<file path="config.mk">
export PLATFORM = sky130hd
export DESIGN_NAME = background_block_writer
export DESIGN_NICKNAME = d
export VERILOG_FILES = /design/src/rtl/background_block_writer_pkg.sv /design/src/rtl/background_block_writer_block_addr_calc.sv /design/src/rtl/background_block_writer.sv
export SDC_FILE = /design/constraint.sdc
export NUM_CORES = 1
export LEC_CHECK = 0
export ABC_AREA = 1
export CORE_MARGIN = 10
export CORE_UTILIZATION = 45
export DETAILED_ROUTE_END_ITERATION = 8
export MAX_ROUTING_LAYER = met4
export PLACE_DENSITY = 0.87
export RECOVER_POWER = 50
export SLEW_MARGIN = 20
export SYNTH_ARGS = -nofsm -noshare
export SYNTH_HDL_FRONTEND = slang
export SYNTH_HIERARCHICAL = 1
export SYNTH_SLANG_ARGS = --single-unit
</file>
<file path="constraint.sdc">
create_clock -name clk -period 4.3 [get_ports clk]
set_clock_uncertainty 0.15 [all_clocks]
set_input_delay 0.645 -clock clk [delete_from_list [all_inputs] [get_ports clk]]
set_output_delay 0.645 -clock clk [all_outputs]
set_load 0.005 [all_outputs]
</file>
<file path="src/rtl/background_block_writer_pkg.sv">
// Shared constants and types for the background block memory.
// Used by the write-side controller and the read-side address generator.
package background_block_writer_pkg;

    localparam int unsigned N_COLS      = 80;
    localparam int unsigned N_ROWS      = 60;
    localparam int unsigned BLOCK_COUNT = N_COLS * N_ROWS;
    localparam int unsigned LAST_ADDR   = BLOCK_COUNT - 1;
    localparam int unsigned ADDR_W      = 13;
    localparam int unsigned DATA_W      = 9;
    localparam int unsigned COL_W       = 7;
    localparam int unsigned ROW_W       = 6;

    typedef enum logic {
        OP_WRITE = 1'b0,
        OP_FILL  = 1'b1
    } opcode_e;

    typedef enum logic [1:0] {
        ST_IDLE  = 2'd0,
        ST_WRITE = 2'd1,
        ST_FILL  = 2'd2
    } state_e;

    // True when (col, row) lies inside the visible block grid.
    function automatic logic block_in_range(input logic [COL_W-1:0] col,
                                            input logic [ROW_W-1:0] row);
        return (col < COL_W'(N_COLS)) && (row < ROW_W'(N_ROWS));
    endfunction

endpackage

</file>
<file path="src/rtl/background_block_writer_block_addr_calc.sv">
// Combinational (row, col) -> row*80 + col block address, built from shifts and adds.
module block_addr_calc
    import background_block_writer_pkg::*;
#(
    parameter int unsigned size_address = ADDR_W,
    parameter int unsigned col_w        = COL_W,
    parameter int unsigned row_w        = ROW_W
) (
    input  logic [row_w-1:0]        row_i,
    input  logic [col_w-1:0]        col_i,
    output logic [size_address-1:0] addr_c_o
);

    logic [size_address-1:0] row_ext;
    logic [size_address-1:0] col_ext;

    assign row_ext = size_address'(row_i);
    assign col_ext = size_address'(col_i);

    // row*64 + row*16 = row*80; max result 4799 fits in 13 bits
    assign addr_c_o = (row_ext << 6) + (row_ext << 4) + col_ext;

endmodule

</file>
<file path="src/rtl/background_block_writer.sv">
// Write-side controller for the background block RAM: single-block writes
// and full-screen fills driven onto the RAM write port.
module background_block_writer
    import background_block_writer_pkg::*;
#(
    parameter int unsigned size_address = ADDR_W,
    parameter int unsigned size_data    = DATA_W,
    parameter int unsigned n_cols       = N_COLS,
    parameter int unsigned n_rows       = N_ROWS
) (
    input  logic                    clk,
    input  logic                    reset,
    input  logic                    cmd_valid,
    output logic                    cmd_ready,
    input  logic                    cmd_opcode,
    input  logic [COL_W-1:0]        cmd_col,
    input  logic [ROW_W-1:0]        cmd_row,
    input  logic [size_data-1:0]    cmd_data,
    output logic                    mem_we,
    output logic [size_address-1:0] mem_addr,
    output logic [size_data-1:0]    mem_data,
    output logic                    busy,
    output logic                    done,
    output logic                    err
);

    localparam logic [size_address-1:0] LAST_A = size_address'(n_cols * n_rows - 1);
    localparam logic [size_address-1:0] PRE_LAST_A = size_address'(n_cols * n_rows - 2);
    localparam logic [COL_W-1:0] COL_LIM = COL_W'(n_cols);
    localparam logic [ROW_W-1:0] ROW_LIM = ROW_W'(n_rows);

    state_e                  state_q, state_d;
    logic                    mem_we_q, mem_we_d;
    logic [size_address-1:0] mem_addr_q, mem_addr_d;
    logic [size_data-1:0]    mem_data_q, mem_data_d;
    logic                    busy_q, busy_d;
    logic                    done_q, done_d;
    logic                    err_q, err_d;

    logic [size_address-1:0] blk_addr_c;
    logic                    in_range_c;

    block_addr_calc #(
        .size_address (size_address),
        .col_w        (COL_W),
        .row_w        (ROW_W)
    ) u_addr_calc (
        .row_i    (cmd_row),
        .col_i    (cmd_col),
        .addr_c_o (blk_addr_c)
    );

    assign in_range_c = (cmd_col < COL_LIM) && (cmd_row < ROW_LIM);
    assign cmd_ready  = (state_q == ST_IDLE);

    // State and registered outputs
    always_ff @(posedge clk or negedge reset) begin
        if (!reset) begin
            state_q    <= ST_IDLE;
            mem_we_q   <= 1'b0;
            mem_addr_q <= '0;
            mem_data_q <= '0;
            busy_q     <= 1'b0;
            done_q     <= 1'b0;
            err_q      <= 1'b0;
        end else begin
            state_q    <= state_d;
            mem_we_q   <= mem_we_d;
            mem_addr_q <= mem_addr_d;
            mem_data_q <= mem_data_d;
            busy_q     <= busy_d;
            done_q     <= done_d;
            err_q      <= err_d;
        end
    end

    // Next state and next outputs; address/data hold while idle
    always_comb begin
        state_d    = state_q;
        mem_we_d   = 1'b0;
        mem_addr_d = mem_addr_q;
        mem_data_d = mem_data_q;
        done_d     = 1'b0;
        err_d      = 1'b0;

        case (state_q)
            ST_IDLE: begin
                if (cmd_valid) begin
                    if (cmd_opcode == OP_FILL) begin
                        state_d    = ST_FILL;
                        mem_we_d   = 1'b1;
                        mem_addr_d = '0;
                        mem_data_d = cmd_data;
                    end else if (in_range_c) begin
                        state_d    = ST_WRITE;
                        mem_we_d   = 1'b1;
                        mem_addr_d = blk_addr_c;
                        mem_data_d = cmd_data;
                        done_d     = 1'b1;
                    end else begin
                        err_d = 1'b1;
                    end
                end
            end
            ST_WRITE: begin
                state_d = ST_IDLE;
            end
            ST_FILL: begin
                if (mem_addr_q == LAST_A) begin
                    state_d = ST_IDLE;
                end else begin
                    mem_we_d   = 1'b1;
                    mem_addr_d = mem_addr_q + size_address'(1);
                    done_d     = (mem_addr_q == PRE_LAST_A);
                end
            end
            default: begin
                state_d = ST_IDLE;
            end
        endcase

        busy_d = (state_d == ST_FILL);
    end

    assign mem_we   = mem_we_q;
    assign mem_addr = mem_addr_q;
    assign mem_data = mem_data_q;
    assign busy     = busy_q;
    assign done     = done_q;
    assign err      = err_q;

endmodule

</file>
==> run_results.csv <==
group,metric,value,unit
outcome,status,"complete, but fails checks",
outcome,violations,"DRC, capacitance limit, slew limit",
final_layout,nets,371,
critical_path,path_depth,11,
yosys,postSynthAreaPerCell,7.22,um2
final_layout,num-fill-cells,394,
pwr,ir_worst_vdd,0.118,mV
sta,report.final.setup_viol,0,
yosys,ys_warn_count,6,
global_route,grt_pass1_vias,2000,
final_layout,design_area,0.00262,mm2
critical_path,timing.rr.end,"mem_addr[5]",
critical_path,r2r-start,"mem_addr[1]",
job,drv_cap,1,
yosys,syn_inst,283,
drt,via_per_inst,5.32,
clock_network,post_cts_resized,0,
clock_network,hold_buffers,0,
critical_path,crit_end,"mem_addr[9]",
final_layout,drive_gt1_share,6.08,%
global_route,grt_pass1_wl,8.94,mm
sta,period_share,65.4,%
pwr,p_clk_share,37.0,%
final_layout,mostFrequentLayoutCells,"nand2_1, nand3_1, clkdlybuf4s50_1, dfrtp_1, inv_1",
die,io_pins,53,
drt,via_count,2028,
sta,finalWorstSetupSlack,1.49,ns
placed_design,place_inst,377,
clock_network,post_cts_buffers,0,
die,die-area,0.00764,mm2
critical_path,reg2reg_depth,8,
yosys,yosysUniqueCellTypes,26,
yosys,synth_seq_cells,28,
drt,drtIter0Drc,117,
global_route,overflow,0,
drt,drt-total-wl,5.40,mm
placed_design,hpwl,4.13,mm
global_route,antenna_found_initial,0,
final_layout,postLayoutCoreUtil,59.7,%
die,die_y,87.4,um
sta,relSlewSlack,-1.87,%
yosys,ys_seq_area_share,34.3,%
pwr,seq_power_share,46.0,%
final_layout,antenna_cells,0,
critical_path,crit_path_start_kind,"input pin",
critical_path,path_common_cell,"nand2_1",
critical_path,path_max_fanout,3,
critical_path,crit_chain,"clkdlybuf4s50_1 > fa_1 > inv_1 > fa_1 > nor2_1 > nor2_1 > xnor2_1 > nand3_1 > nand2_1 > nand2_1 > nand2_1",
final_layout,syn_to_final_growth,28.2,%
die,rows,24,
critical_path,slowest_delay,0.58,ns
final_layout,final_common_cell,"nand2_1",
critical_path,critPathLaunch,"cmd_row[0]",
placed_design,gp_congestion,0.901,
critical_path,worstPathArrival,2.89,ns
critical_path,crit_required,4.37,ns
die,initial_core_util,46.6,%
critical_path,slowest_stage,"fa_1",
pwr,power.leakage,1.32,nW
clock_network,numCtsBuffers,3,
drt,drtPass1Iterations,7,
pwr,power.density,218,mW/mm2
yosys,syn_area,0.00204,mm2
sta,hold_viol_final,0,
clock_network,clock-sinks,28,
die,die_w,87.4,um
clock_network,cts_tree,"done",
pwr,p_switching,0.139,mW
clock_network,cts_max_level,1,
sta,setup_tns,0,ns
yosys,syn-num-nets,324,
global_route,grt_max_degree,29,
critical_path,cp-end-kind,"flop",
sta,tightestPinTransition,1.53,ns
global_route,grtUsageTotal,14.3,%
sta,drv_slew,29,
clock_network,clkLatencyLatePin,0.28,ns
pwr,p_int,0.433,mW
sta,rsz0062_at_grt,"false",
placed_design,port_buffers,52,
pwr,combPwrFrac,17.0,%
final_layout,finalNonFillerCells,381,
pwr,total_power,0.572,mW
drt,routedWlPerCell,14.2,um
critical_path,r2r_slack,2.22,ns
drt,ant_nets,0,
clock_network,root_buffer,"clkbuf_8",
clock_network,cts_buffer_depth,2,
die,core_area,0.00438,mm2
sta,fmax,356,MHz
placed_design,dp_slack,1.19,ns
critical_path,crit_type,"input pin to flop",
pwr,swShare,24.2,%
sta,period_needed,2.81,ns
clock_network,clk_pin_slew,0.10,ns
sta,whs,0.323,ns
drt,drc,2,
critical_path,cp_top_family,"adder cells",
critical_path,path_buf_inv,2,
placed_design,placed_area,0.00256,mm2
min_path,hold_class,"flop to flop",
## metal layers
| layer | global-route usage (%) | part of all wire [%] | up-vias | routed length, um |
|---|---|---|---|---|
| met4 | 4.64 | 0.63 | 0 | 34 |
| met1 | 16.8 | 42 | 955 | 2250 |
| met2 | 24.5 | 53 | 60 | 2850 |
| li1 | - | - | 1009 | - |
| met3 | 1.69 | 4.9 | 4 | 267 |
| met5 | - | 0 | - | 0 |
## power by group through the flow
stage	Combinational [mW]	Clock, mW	Sequential (mW)
floorplan	0.0563	0	0.268
global placement	0.0936	0	0.268
detailed placement	0.0972	0	0.268
CTS	0.0974	0.212	0.263
global route	0.107	0.218	0.263
finish	0.0971	0.212	0.263
## cell type report
cell class	count	area, um2	area share (%)
sequential	28	701	26.8
tap	52	65.1	2.48
clock buffer	3	41.3	1.58
inverter	28	110	4.20
timing repair buffer	53	524	20.0
multi-input combinational	216	1150	43.8
clock inverter	1	30.0	1.15
## how the worst min path moves through the flow
stage | startpoint | to | slack, ns | depth (start not counted)
floorplan | reset | busy | 0.20 | 0
global placement | mem_data[6] | mem_data[6] | 0.30 | 2
detailed placement | mem_data[8] | mem_data[8] | 0.31 | 2
CTS | mem_data[8] | mem_data[8] | 0.33 | 2
global route | mem_data[8] | mem_data[8] | 0.35 | 2
finish | mem_data[8] | mem_data[8] | 0.32 | 2
## tightest hold or removal path: stages, from the launching register on
cell and delay [ns]:
dfrtp_1 0.35, nand2_1 0.05, nand2_1 0.05
## cells in the mapped netlist (all sizes together)
master | instances | area [um2]
clkbuf | 1 | 3.75
o21ai | 16 | 80.1
a21oi | 3 | 15.0
nor3b | 1 | 7.51
dfrtp | 28 | 701
buf | 10 | 73.8
xnor2 | 3 | 26.3
nand4 | 5 | 31.3
o21bai | 2 | 15.0
nand2 | 100 | 413
nor2 | 21 | 104
ha | 13 | 163
clkinv | 1 | 8.76
nand3 | 46 | 240
inv | 27 | 101
fa | 2 | 40.0
nor3 | 4 | 20.0
## logic make-up after synthesis
kind of cell	count (synthesis)	share of synthesized area [%]
and+or+nand+nor	177	39.9
buffers and inverters	39	9.19
DFF	28	34.3
AOI/OAI and AO/OA	21	5.39
adders and majority gates	15	9.92
xor gates and xnor gates	3	1.29
## state kept, by name, indices dropped and copies added, names as in the netlist
register / flops
mem_addr: 13
state_q: 2
busy: 1
mem_we: 1
mem_data: 9
err: 1
done: 1
Note: power is estimated with default switching activity, not from simulation.
